### src/rtl/usb_pkg.sv
// Shared definitions for the USB transmit path: FSM states, PID constants and
// the NRZI line helper.
package usb_pkg;

  typedef enum logic [2:0] {
    ST_IDLE,
    ST_SHIFT,
    ST_STUFF,
    ST_EOP_SE0,
    ST_EOP_J
  } tx_state_e;

  localparam logic [7:0] SYNC_BYTE    = 8'h80;
  localparam logic [7:0] NAK_PID      = 8'h5A;
  localparam logic [7:0] DATA1_PID    = 8'h4B;
  localparam int         EOP_SE0_BITS = 2;

  // NRZI: a 0 toggles the line, a 1 holds it.
  function automatic logic nrzi(input logic line, input logic b);
    return b ? line : ~line;
  endfunction

endpackage

### src/rtl/usb_tx_encoder.sv
// USB serial transmit back end: LSB-first serializer with bit stuffing, NRZI
// encoding, EOP generation and return to idle J on the D+/D- pair.
module usb_tx_encoder
  import usb_pkg::*;
#(
  parameter int BIT_CYCLES  = 8,
  parameter int STUFF_LIMIT = 6
) (
  input  logic       r_clk,
  input  logic       rst,
  input  logic [7:0] tx_byte,
  input  logic       tx_valid,
  input  logic       tx_last,
  output logic       tx_ready,
  output logic       tx_d_plus,
  output logic       tx_d_minus,
  output logic       is_txing,
  output logic       underrun,
  output tx_state_e  dbg_state
);

  localparam int              CW        = $clog2(BIT_CYCLES);
  localparam logic [CW-1:0]   CYC_LAST  = CW'(BIT_CYCLES - 1);
  localparam logic [2:0]      ONES_MAX  = 3'(STUFF_LIMIT);
  localparam logic [2:0]      SE0_LAST  = 3'(EOP_SE0_BITS - 1);

  tx_state_e     state_q;
  logic [6:0]    shift_q;
  logic          last_q;
  logic [2:0]    ones_q;
  logic [2:0]    bit_idx_q;
  logic [CW-1:0] cyc_q;
  logic          dp_q;
  logic          dm_q;
  logic          txing_q;

  logic       bit_end;
  logic       need_stuff;
  logic       byte_end;
  logic       dp_adv_d;
  logic       dp_load_d;
  logic [2:0] ones_adv_d;
  logic [2:0] ones_load_d;

  function automatic logic [2:0] ones_step(input logic [2:0] ones, input logic b);
    if (!b)              return 3'd0;
    if (ones == ONES_MAX) return ones;
    return ones + 3'd1;
  endfunction

  // Handshake: a byte transfers on the clock edge that ends a cycle with
  // tx_valid & tx_ready. tx_ready is a combinational strobe that only rises in
  // IDLE or on the final cycle of bit 7 (or its trailing stuff bit) of a
  // non-last byte, so the next byte's first bit follows with no line gap.
  always_comb begin
    bit_end     = (cyc_q == CYC_LAST);
    need_stuff  = (ones_q == ONES_MAX);
    byte_end    = ((state_q == ST_SHIFT) || (state_q == ST_STUFF)) && bit_end &&
                  !need_stuff && (bit_idx_q == 3'd7) && !last_q;
    tx_ready    = ~rst & tx_valid & ((state_q == ST_IDLE) | byte_end);
    underrun    = byte_end & ~tx_valid;
    dp_adv_d    = nrzi(dp_q, shift_q[0]);
    dp_load_d   = nrzi(dp_q, tx_byte[0]);
    ones_adv_d  = ones_step(ones_q, shift_q[0]);
    ones_load_d = ones_step(ones_q, tx_byte[0]);
  end

  always_ff @(posedge r_clk or posedge rst) begin
    if (rst) begin
      state_q   <= ST_IDLE;
      shift_q   <= '0;
      last_q    <= 1'b0;
      ones_q    <= '0;
      bit_idx_q <= '0;
      cyc_q     <= '0;
      dp_q      <= 1'b1;
      dm_q      <= 1'b0;
      txing_q   <= 1'b0;
    end else begin
      case (state_q)
        ST_IDLE: begin
          if (tx_ready) begin
            state_q   <= ST_SHIFT;
            shift_q   <= tx_byte[7:1];
            last_q    <= tx_last;
            ones_q    <= {2'b00, tx_byte[0]};
            bit_idx_q <= '0;
            cyc_q     <= '0;
            dp_q      <= dp_load_d;
            dm_q      <= ~dp_load_d;
            txing_q   <= 1'b1;
          end
        end
        ST_SHIFT, ST_STUFF: begin
          cyc_q <= bit_end ? '0 : cyc_q + CW'(1);
          if (bit_end) begin
            if (need_stuff) begin
              state_q <= ST_STUFF;
              ones_q  <= '0;
              dp_q    <= ~dp_q;
              dm_q    <= dp_q;
            end else if (bit_idx_q != 3'd7) begin
              state_q   <= ST_SHIFT;
              bit_idx_q <= bit_idx_q + 3'd1;
              shift_q   <= shift_q >> 1;
              ones_q    <= ones_adv_d;
              dp_q      <= dp_adv_d;
              dm_q      <= ~dp_adv_d;
            end else if (tx_ready) begin
              state_q   <= ST_SHIFT;
              shift_q   <= tx_byte[7:1];
              last_q    <= tx_last;
              bit_idx_q <= '0;
              ones_q    <= ones_load_d;
              dp_q      <= dp_load_d;
              dm_q      <= ~dp_load_d;
            end else begin
              // Last byte finished, or the next byte was late: close the packet.
              state_q   <= ST_EOP_SE0;
              bit_idx_q <= '0;
              dp_q      <= 1'b0;
              dm_q      <= 1'b0;
            end
          end
        end
        ST_EOP_SE0: begin
          cyc_q <= bit_end ? '0 : cyc_q + CW'(1);
          if (bit_end) begin
            if (bit_idx_q == SE0_LAST) begin
              state_q   <= ST_EOP_J;
              bit_idx_q <= '0;
              dp_q      <= 1'b1;
              dm_q      <= 1'b0;
            end else begin
              bit_idx_q <= bit_idx_q + 3'd1;
            end
          end
        end
        ST_EOP_J: begin
          cyc_q <= bit_end ? '0 : cyc_q + CW'(1);
          if (bit_end) begin
            state_q <= ST_IDLE;
            txing_q <= 1'b0;
          end
        end
        default: state_q <= ST_IDLE;
      endcase
    end
  end

  assign tx_d_plus  = dp_q;
  assign tx_d_minus = dm_q;
  assign is_txing   = txing_q;
  assign dbg_state  = state_q;

endmodule
### config.mk
export PLATFORM = sky130hd
export DESIGN_NAME = usb_tx_encoder
export DESIGN_NICKNAME = d
export VERILOG_FILES = /design/src/rtl/usb_pkg.sv /design/src/rtl/usb_tx_encoder.sv
export SDC_FILE = /design/constraint.sdc
export NUM_CORES = 1
export LEC_CHECK = 0
export BUFFER_PORTS_ARGS = -buffer_cell sky130_fd_sc_hd__buf_2
export CAP_MARGIN = 10
export CELL_PAD_IN_SITES_DETAIL_PLACEMENT = 1
export CELL_PAD_IN_SITES_GLOBAL_PLACEMENT = 2
export CORE_UTILIZATION = 35
export DETAILED_ROUTE_END_ITERATION = 10
export HOLD_SLACK_MARGIN = 0.03
export PLACE_DENSITY = 0.79
export SETUP_SLACK_MARGIN = 0.05
export SLEW_MARGIN = 30
export SYNTH_ARGS = -nofsm -noshare
export SYNTH_HDL_FRONTEND = slang
export SYNTH_SLANG_ARGS = --single-unit
### constraint.sdc
create_clock -name r_clk -period 3.2 [get_ports r_clk]
set_clock_uncertainty 0.15 [all_clocks]
set_input_delay 0.16 -clock r_clk [delete_from_list [all_inputs] [get_ports r_clk]]
set_output_delay 0.16 -clock r_clk [all_outputs]
set_load 0.01 [all_outputs]
* After elaboration in Yosys (flattened, before gate mapping) *
Cells that the tools add are included.

word-level totals
  register bits = 23
  input port bits = 12
  output and inout port bits = 8

operators by class
  $add $sub $neg = 3
  equal/unequal tests = 17
  mux-type cells = 64
  bitwise operators = 9
  reductions and logical operators = 22

operator list
  kind                                                 count
  2-to-1 mux 3 bit                                     23
  2-to-1 mux 7 bit                                     4
  2-to-1 mux 1 bit                                     25
  AND reduction 5 bit                                  3
  != test 2 bit, second input constant                 7
  one-hot mux 7 bit (2 select lines)                   1
  equality test 3 bit, second input constant           4
  one-hot mux 3 bit (2 select lines)                   2
  one-hot mux 3 bit (4 select lines)                   1
  adder 3 x 1 -> 3 bit, second input constant          3
  one-hot mux 3 bit (3 select lines)                   1
  AND reduction 4 bit                                  2
  equality test 3 x 1 -> 1 bit, second input constant  2
  equality test 3 x 2 -> 1 bit, second input constant  2
  2-to-1 mux 2 bit                                     3
  one-hot mux 1 bit (3 select lines)                   2
  AND reduction 3 bit                                  2
  nonzero test 2 bit                                   3
  inverter 1 bit                                       5
  logical AND 1 bit                                    4
  != test 4 bit, second input constant                 1
  one-hot mux 1 bit (2 select lines)                   2
  OR reduction 4 bit                                   1
  bitwise AND 1 bit                                    3
  other kinds (8)                                      9

* Depth between registers and ports, before layout *
Gate-level depths: netlist of run 1.

  depth in word-level cells = 13
  gate-level depth with buffers = 8
  gate-level depth less buffers = 7

* Worst setup path before layout of run 1 *
No wires, ideal clock.

  path kind = register to register
  start point = reg bit_idx_q[0]
  end point = reg shift_q[0]
  library setup time = 0.118 ns
  data arrival time = 1.948 ns
  data required time = 2.932 ns
  slack = 0.984 ns
  cell stages (with the launch flop) = 9
  buffers on the path = 1
  period minus slack after synthesis = 2.216 ns
  cells stage by stage = dfrtp_1 > ha_1 > ha_1 > clkbuf_1 > nand2_1 > nand3_1 > maj3_1 > a211o_1 > a21o_1

on the way
  cells in the longest elaborated chain, start to end = 10

ends and longest elaborated chain
  item                                  line                   text
  start: declaration                    usb_tx_encoder.sv:31   logic [2:0] bit_idx_q;
  start signal: assignment              usb_tx_encoder.sv:104  bit_idx_q <= bit_idx_q + 3'd1;
  start signal: assignment              usb_tx_encoder.sv:135  bit_idx_q <= bit_idx_q + 3'd1;
  equality test 3 bit                   usb_tx_encoder.sv:59   !need_stuff && (bit_idx_q == 3'd7) && !last_q;
  logical AND 1 bit (2 in a row)        usb_tx_encoder.sv:59
  OR 1 bit                              usb_tx_encoder.sv:60   tx_ready = ~rst & tx_valid & ((state_q == ST_IDLE) | byte_end);
  bitwise AND 1 bit                     usb_tx_encoder.sv:60
  2-to-1 mux 7 bit                      --
  2-to-1 mux 7 bit                      usb_tx_encoder.sv:102  end else if (bit_idx_q != 3'd7) begin
  2-to-1 mux 7 bit                      usb_tx_encoder.sv:97   if (need_stuff) begin
  2-to-1 mux 7 bit                      usb_tx_encoder.sv:96   if (bit_end) begin
  one-hot mux 7 bit (2 select lines) *  usb_tx_encoder.sv:80   case (state_q)
  end signal: assignment                usb_tx_encoder.sv:84   shift_q <= tx_byte[7:1];
  end signal: assignment                usb_tx_encoder.sv:105  shift_q <= shift_q >> 1;
  end signal: assignment                usb_tx_encoder.sv:111  shift_q <= tx_byte[7:1];
  end: declaration                      usb_tx_encoder.sv:28   logic [6:0] shift_q;

Mark *: on every way between the ends. The rest lies on a longest branch, timed or not. The select of a mux whose other input is x is not followed.
A chain may end at the register's enable or synchronous reset.

* Worst setup path after layout of run 1 *
  start point = reg cyc_q[0]
  end point = out tx_ready

on the way
  cells in the longest elaborated chain, start to end = 7

ends and longest elaborated chain
  item                            line                   text
  start: declaration              usb_tx_encoder.sv:32   logic [CW-1:0] cyc_q;
  start signal: assignment        usb_tx_encoder.sv:95   cyc_q <= bit_end ? '0 : cyc_q + CW'(1);
  start signal: assignment        usb_tx_encoder.sv:127  cyc_q <= bit_end ? '0 : cyc_q + CW'(1);
  start signal: assignment        usb_tx_encoder.sv:140  cyc_q <= bit_end ? '0 : cyc_q + CW'(1);
  equality test 3 bit             usb_tx_encoder.sv:56   bit_end = (cyc_q == CYC_LAST);
  logical AND 1 bit (2 in a row)  usb_tx_encoder.sv:58   byte_end = ((state_q == ST_SHIFT) || (state_q == ST_STUFF)) && bit_end &&
  logical AND 1 bit (2 in a row)  usb_tx_encoder.sv:59
  OR 1 bit                        usb_tx_encoder.sv:60
  bitwise AND 1 bit               usb_tx_encoder.sv:60
  end: declaration                usb_tx_encoder.sv:14   output logic tx_ready,

No other way between the ends.

==> results of run 1 <==
[state kept, by name (all words and copies together), names as in the netlist]
| register | count |
|---|---|
| shift_q | 7 |
| bit_idx_q | 3 |
| dbg_state | 3 |
| tx_d_plus | 1 |
| ones_q | 3 |
| cyc_q | 3 |
| is_txing | 1 |
| last_q | 1 |
| tx_d_minus | 1 |
[metrics by stage]
step,cells,hold WS (ns),utilization,instance area [um2],worst slack [ns]
after floorplan,165,0.0112,-,1500,0.984
after global placement,226,0.245,0.398,1620,0.829
after detailed placement,226,0.261,0.398,1620,0.676
after CTS,233,0.0399,0.417,1690,0.534
after global routing,233,0.0539,0.417,1690,0.317
final,233,0.0382,0.417,1690,0.534
[final cells by class]
type | count | area, um2 | area share
Clock buffer | 4 | 45.0 | 0.0266
Inverter | 7 | 26.3 | 0.0155
Tap cell | 50 | 62.6 | 0.0370
Multi-Input combinational cell | 127 | 856 | 0.506
Sequential cell | 23 | 577 | 0.341
Timing Repair Buffer | 22 | 125 | 0.0740
[final timing paths]
check | from | to | slack, ns | cells after the start
min in group asynchronous | rst | dbg_state[0] | 0.34 | 3
worst min-delay path | tx_byte[2] | shift_q[1] | 0.04 | 3
worst max register to register | cyc_q[0] | dbg_state[1] | 0.65 | 7
worst min register to register | shift_q[0] | shift_q[0] | 0.33 | 1
max in group asynchronous | rst | tx_d_plus | 2.19 | 3
worst max-delay path | cyc_q[0] | tx_ready | 0.53 | 6
[power by group through the flow]
stage	clock network (mW)	registers [mW]	logic [mW]
floorplan	0	0.311	0.0339
global placement	0	0.314	0.0495
detailed placement	0	0.315	0.0519
CTS	0.193	0.309	0.0549
global route	0.204	0.311	0.0605
finish	0.187	0.309	0.0542
[cell families after synthesis]
group	Yosys count	share of synthesized area
compound gates	57	0.267
xor+xnor	4	0.0234
fa+ha+maj	10	0.0802
buf+inv	15	0.0434
flops	23	0.385
mux	6	0.0426
simple gates	50	0.158
[layer usage]
| metal | vias to the layer above | part of all wire | wire length (um) |
|---|---|---|---|
| met5 | - | 0 | 0 |
| met4 | 0 | 0.014 | 55 |
| met3 | 4 | 0.019 | 73 |
| met2 | 16 | 0.48 | 1880 |
| met1 | 650 | 0.49 | 1920 |
| li1 | 636 | - | - |
[synthesized netlist by cell type]
cell type  number  area [um2]
o21ai_2         1        8.76
ha_1            8         100
a21o_1          7        52.6
dfstp_2         1        26.3
or3_1           3        18.8
inv_1           7        26.3
o221a_2         1        11.3
nand2b_1        5        31.3
nor2_1         11        41.3
a22o_1         10        87.6
nor3_1          3        15.0
clkbuf_1        6        22.5
buf_6           1        11.3
a31oi_1         1        6.26
nand4_1         1        6.26
o32ai_1         1        8.76
a221o_1         1        10.0
nand2_1        18        67.6
a22oi_1         1        7.51
o21bai_1        1        7.51
or3b_1          1        8.76
o21ai_0        16        80.1
xor2_1          2        17.5
a2bb2oi_1       1        8.76
mux2_2          3        33.8
a221oi_1        1        8.76
o211ai_1        1        7.51
a21oi_1         7        35.0
nor2_2          1        6.26
o22ai_1         1        6.26
maj3_1          2        20.0
dfrtp_1        22         551
nor2b_1         4        25.0
o2111ai_1       1        8.76
nand3_1         2        10.0
a32o_1          1        10.0
and3_1          1        6.26
a211o_1         2        17.5
buf_2           1        5.00
xnor2_1         2        17.5
a41oi_1         2        17.5
mux2i_1         3        30.0
[timing repair]
action | in CTS | in global routing
resized for setup | 0 | 0
hold buffers | 3 | 0
hold endpoints to repair | 24 | 0
[worst max-delay path: cells and delay by family (launching register included)]
family                   cells  cell delay (ns)
AND/OR/NAND/NOR              2             0.71
adder cells (fa/ha/maj)      2             0.61
flip-flops                   1             0.38
buffers and inverters        1             0.22
AO/OA/AOI/OAI                1             0.18
==> summary.txt, run 1 <==
outcome: complete, no violations
clk slew on worst S/H paths: 0.08 ns
post-route ant nets: 0
slowest stage cell, crit path: ha_1
GR Util met2: 0.328
share of layout cells above drive strength 1: 0.164
gr usage total: 0.202
Seq pwr share: 0.562
post-DR wirelength/cell: 16.8 um
clock sinks: 23
clk root buf: clkbuf_8
Cell Chain, Critical Path: ha_1 > ha_1 > nor2b_1 > a41oi_1 > nor2_2 > buf_2
clock buffer depth: 2
period utilization: 0.833
initial DRC count: 80
Synth cell types: 42
clock network fraction of design power: 0.340
via count of the routed design: 1306
NetSw: 0.138 mW
Slew HR: 0.586
I/O Pins: 20
CTS tree: yes
Tot Pwr: 0.550 mW
CP max stage delay: 0.45 ns
Routed WL: 3920 um
# rows: 23
worst slew pin tran: 0.620 ns
Detail Placement HPWL: 2970 um
Final nets: 204
global route hottest layer: met2
Leak: 0.785 nW
port buffer count: 19
DR vias/cell: 5.61
critical path peak fanout: 14
commonest non-fill, non-tap cell in the layout: dfrtp_1
commonest non-fill, non-tap cells in the layout: dfrtp_1, buf_2, nand2_1
CP Capture Type: output port
pwr dens: 325 mW/mm2
Die Area: 0.00454 mm2
Fill cells: 493
largest net degree at the start of global routing: 24
met3 usage in global routing: 0.0304
Worst VDD drop: 160 uV
clock latency on the worst-skew pair: 0.27 ns
class of the worst hold path: input pin to register
Initial Util: 0.369
Pint: 0.412 mW
initial antenna violation count: 0
grt ovf: 0
depth of the CTS H-tree: 1
Core Box Area: 0.00406 mm2
Post-CTS Setup Repair Bufs: 0
power share of the combinational group: 0.098
P&R area growth vs syn: 12.9%
crit path DAT: 2.36 ns
cell mode on critical path: ha_1
RSZ-0062 raised after global routing: false
Slew Viols, Final: 0
Syn Std Cell Area: 0.00150 mm2
Net Sw Frac: 0.251
# setup viols final: 0
Die Height: 67.4 um
FMAX: 375 MHz
vias in the first global route: 1337
final hold vios: 0
Seq/Total Area, Yosys: 0.385
# diodes: 0
Residual DRC: 0
chip width: 67.4 um
crit start category: register
setup tns final: 0 ns
total CTS buffers: 3
crit path kind: register to output port
Mapped Nets: 185
Req. time, crit path: 2.89 ns
max-cap viol count: 0
Syn Inst Count: 165
gpl congestion: 0.756
#FFs+latches synth: 23
routing usage on met1: 0.270
post-route minimum period: 2.67 ns
Avg Inst Size Synth: 9.08 um2
TritonRoute pass-1 iters: 4
global-route wire length before repair: 6790 um
yosys synthesis warning count: 0
Power figures use the tool's default switching activity.
==> inputs of run 2 (changes only) <==
clock period = 2.65 ns   (was 3.2 ns; I/O delays follow)
==> summary.txt, run 2 (synthesis gave the netlist of run 1 again) <==
grt ovf: 0 (unchanged)
Req. time, crit path: 2.37 ns (was 2.89 ns)
power share of the combinational group: 0.109 (was 0.098)
Residual DRC: 0 (unchanged)
commonest non-fill, non-tap cell in the layout: dfrtp_1 (unchanged)
P&R area growth vs syn: 19.0% (was 12.9%)
Net Sw Frac: 0.257 (was 0.251)
Reg area: 577 um2 (unchanged)
Final Util: 0.439 (was 0.417)
Detail Placement HPWL: 3100 um (was 2970 um)
Core Box Area: 0.00406 mm2 (unchanged)
min setup slack post-route: 0.207 ns (was 0.534 ns)
Die Height: 67.4 um (unchanged)
RSZ-0062 raised after global routing: false (unchanged)
Fill cells: 482 (was 493)
clock sinks: 23 (unchanged)
worst slew pin tran: 0.652 ns (was 0.620 ns)
reg2reg start: cyc_q[0] (unchanged)
crit path launch: cyc_q[0] (unchanged)
post-route minimum period: 2.44 ns
pwr dens: 379 mW/mm2 (was 325 mW/mm2)
class of the worst hold path: input pin to async pin (was input pin to register)
Leak: 0.828 nW (was 0.785 nW)
clock network fraction of design power: 0.338 (was 0.340)
Final nets: 213 (was 204)
critical path peak fanout: 10 (was 14)
TritonRoute pass-1 iters: 4 (unchanged)
initial antenna violation count: 0 (unchanged)
depth of the CTS H-tree: 1 (unchanged)
post-DR wirelength/cell: 17.1 um (was 16.8 um)
chip width: 67.4 um (unchanged)
crit start category: register (unchanged)
CTS tree: yes (unchanged)
Die Area: 0.00454 mm2 (unchanged)
vias in the first global route: 1416 (was 1337)
via count of the routed design: 1379 (was 1306)
# diodes: 0 (unchanged)
DR vias/cell: 5.70 (was 5.61)
worst r2r dst: dbg_state[1] (unchanged)
Tot Pwr: 0.676 mW (was 0.550 mW)
clk slew on worst S/H paths: 0.09 ns (was 0.08 ns)
final cell count without fillers: 242 (was 233)
number of flip-flops in the largest register: 7 (unchanged)
Seq pwr share: 0.553 (was 0.562)
Routed WL: 4140 um (was 3920 um)
initial DRC count: 72 (was 80)
FMAX: 409 MHz
# setup viols final: 0 (unchanged)
post-route ant nets: 0 (unchanged)
crit path kind: register to output port (unchanged)
footprint of the multi-input gates: 861 um2 (was 856 um2)
max-cap viol count: 0 (unchanged)
period utilization: 0.922
CP Capture Type: output port (unchanged)
# rows: 23 (unchanged)
port buffer count: 19 (unchanged)
total CTS buffers: 3 (unchanged)
clock latency on the worst-skew pair: 0.27 ns (about the same)
Slew HR: 0.565 (was 0.586)
gr usage total: 0.211 (was 0.202)
clk root buf: clkbuf_8 (unchanged)
DP Cell Count: 228 (was 226)
FF-to-FF setup slack: 0.30 ns (was 0.65 ns)
final hold vios: 0 (unchanged)
commonest non-fill, non-tap cells in the layout: dfrtp_1, buf_2, nand2_1 (unchanged)
I/O Pins: 20 (unchanged)
outcome: complete, no violations (unchanged)
Initial Util: 0.369 (unchanged)
Pint: 0.502 mW (was 0.412 mW)
worst-case reg-to-reg path depth: 7 (unchanged)
pre-CTS setup slack: 0.201 ns (was 0.676 ns)
share of layout cells above drive strength 1: 0.172 (was 0.164)
largest net degree at the start of global routing: 24 (unchanged)
setup tns final: 0 ns (unchanged)
crit path DAT: 2.16 ns (was 2.36 ns)
global-route wire length before repair: 6990 um (was 6790 um)
register with the most flip-flops: shift_q (unchanged)
gpl congestion: 0.776 (was 0.756)
Slew Viols, Final: 0 (unchanged)
clock buffer depth: 2 (unchanged)
Worst VDD drop: 255 uV (was 160 uV)
NetSw: 0.173 mW (was 0.138 mW)
==> run 2: power groups by stage <==
stage | clock (mW) | combinational (mW) | sequential (mW)
floorplan | 0 | 0.0409 | 0.376
global placement | 0 | 0.0600 | 0.380
detailed placement | 0 | 0.0622 | 0.381
CTS | 0.237 | 0.0737 | 0.374
global route | 0.251 | 0.0832 | 0.376
finish | 0.228 | 0.0737 | 0.374
==> run 2: how the worst max path moves through the flow <==
stage	to	slack [ns]	cells after the start
after floorplan	shift_q[0]	0.43	8
after global placement	dbg_state[1]	0.30	7
after detailed placement	dbg_state[1]	0.20	7
after CTS	tx_ready	0.08	6
after global routing	tx_ready	0.06	6
final	tx_ready	0.21	6
==> run 2: what timing repair did <==
action	CTS	global route
endpoints found under the setup margin	0	2
setup buffers	0	0
endpoints found under the hold margin	31	0
hold buffers	10	0
resized for setup	0	1
==> run 2: layout make-up <==
type	count	share of cell area
clock buffers	3	0.0232
clock inverters	1	0.00281
inverters	7	0.0147
multi-input cells	127	0.483
flip-flops and latches	23	0.324
well taps	50	0.0351
repair buffers	31	0.118
==> run 2: worst max-delay path, cell delays in order, from the launching register on <==
cell     delay, ns
dfrtp_1       0.38
ha_1          0.17
ha_1          0.30
nor2b_1       0.34
a41oi_1       0.22
nor2_4        0.28
buf_2         0.19
==> run 2: layer usage <==
metal | global-route usage | vias up | share of wire
met2 | 0.354 | 23 | 0.50
met4 | 0.0559 | 0 | 0.0041
li1 | - | 659 | -
met1 | 0.284 | 695 | 0.47
met5 | 0 | - | 0
met3 | 0.0253 | 2 | 0.029
==> run 2: stage by stage <==
step	area, um2	hold slack [ns]
after floorplan	1500	-0.0163
after global placement	1630	0.212
after detailed placement	1630	0.222
after CTS	1780	0.326
after global routing	1780	0.353
final	1780	0.309
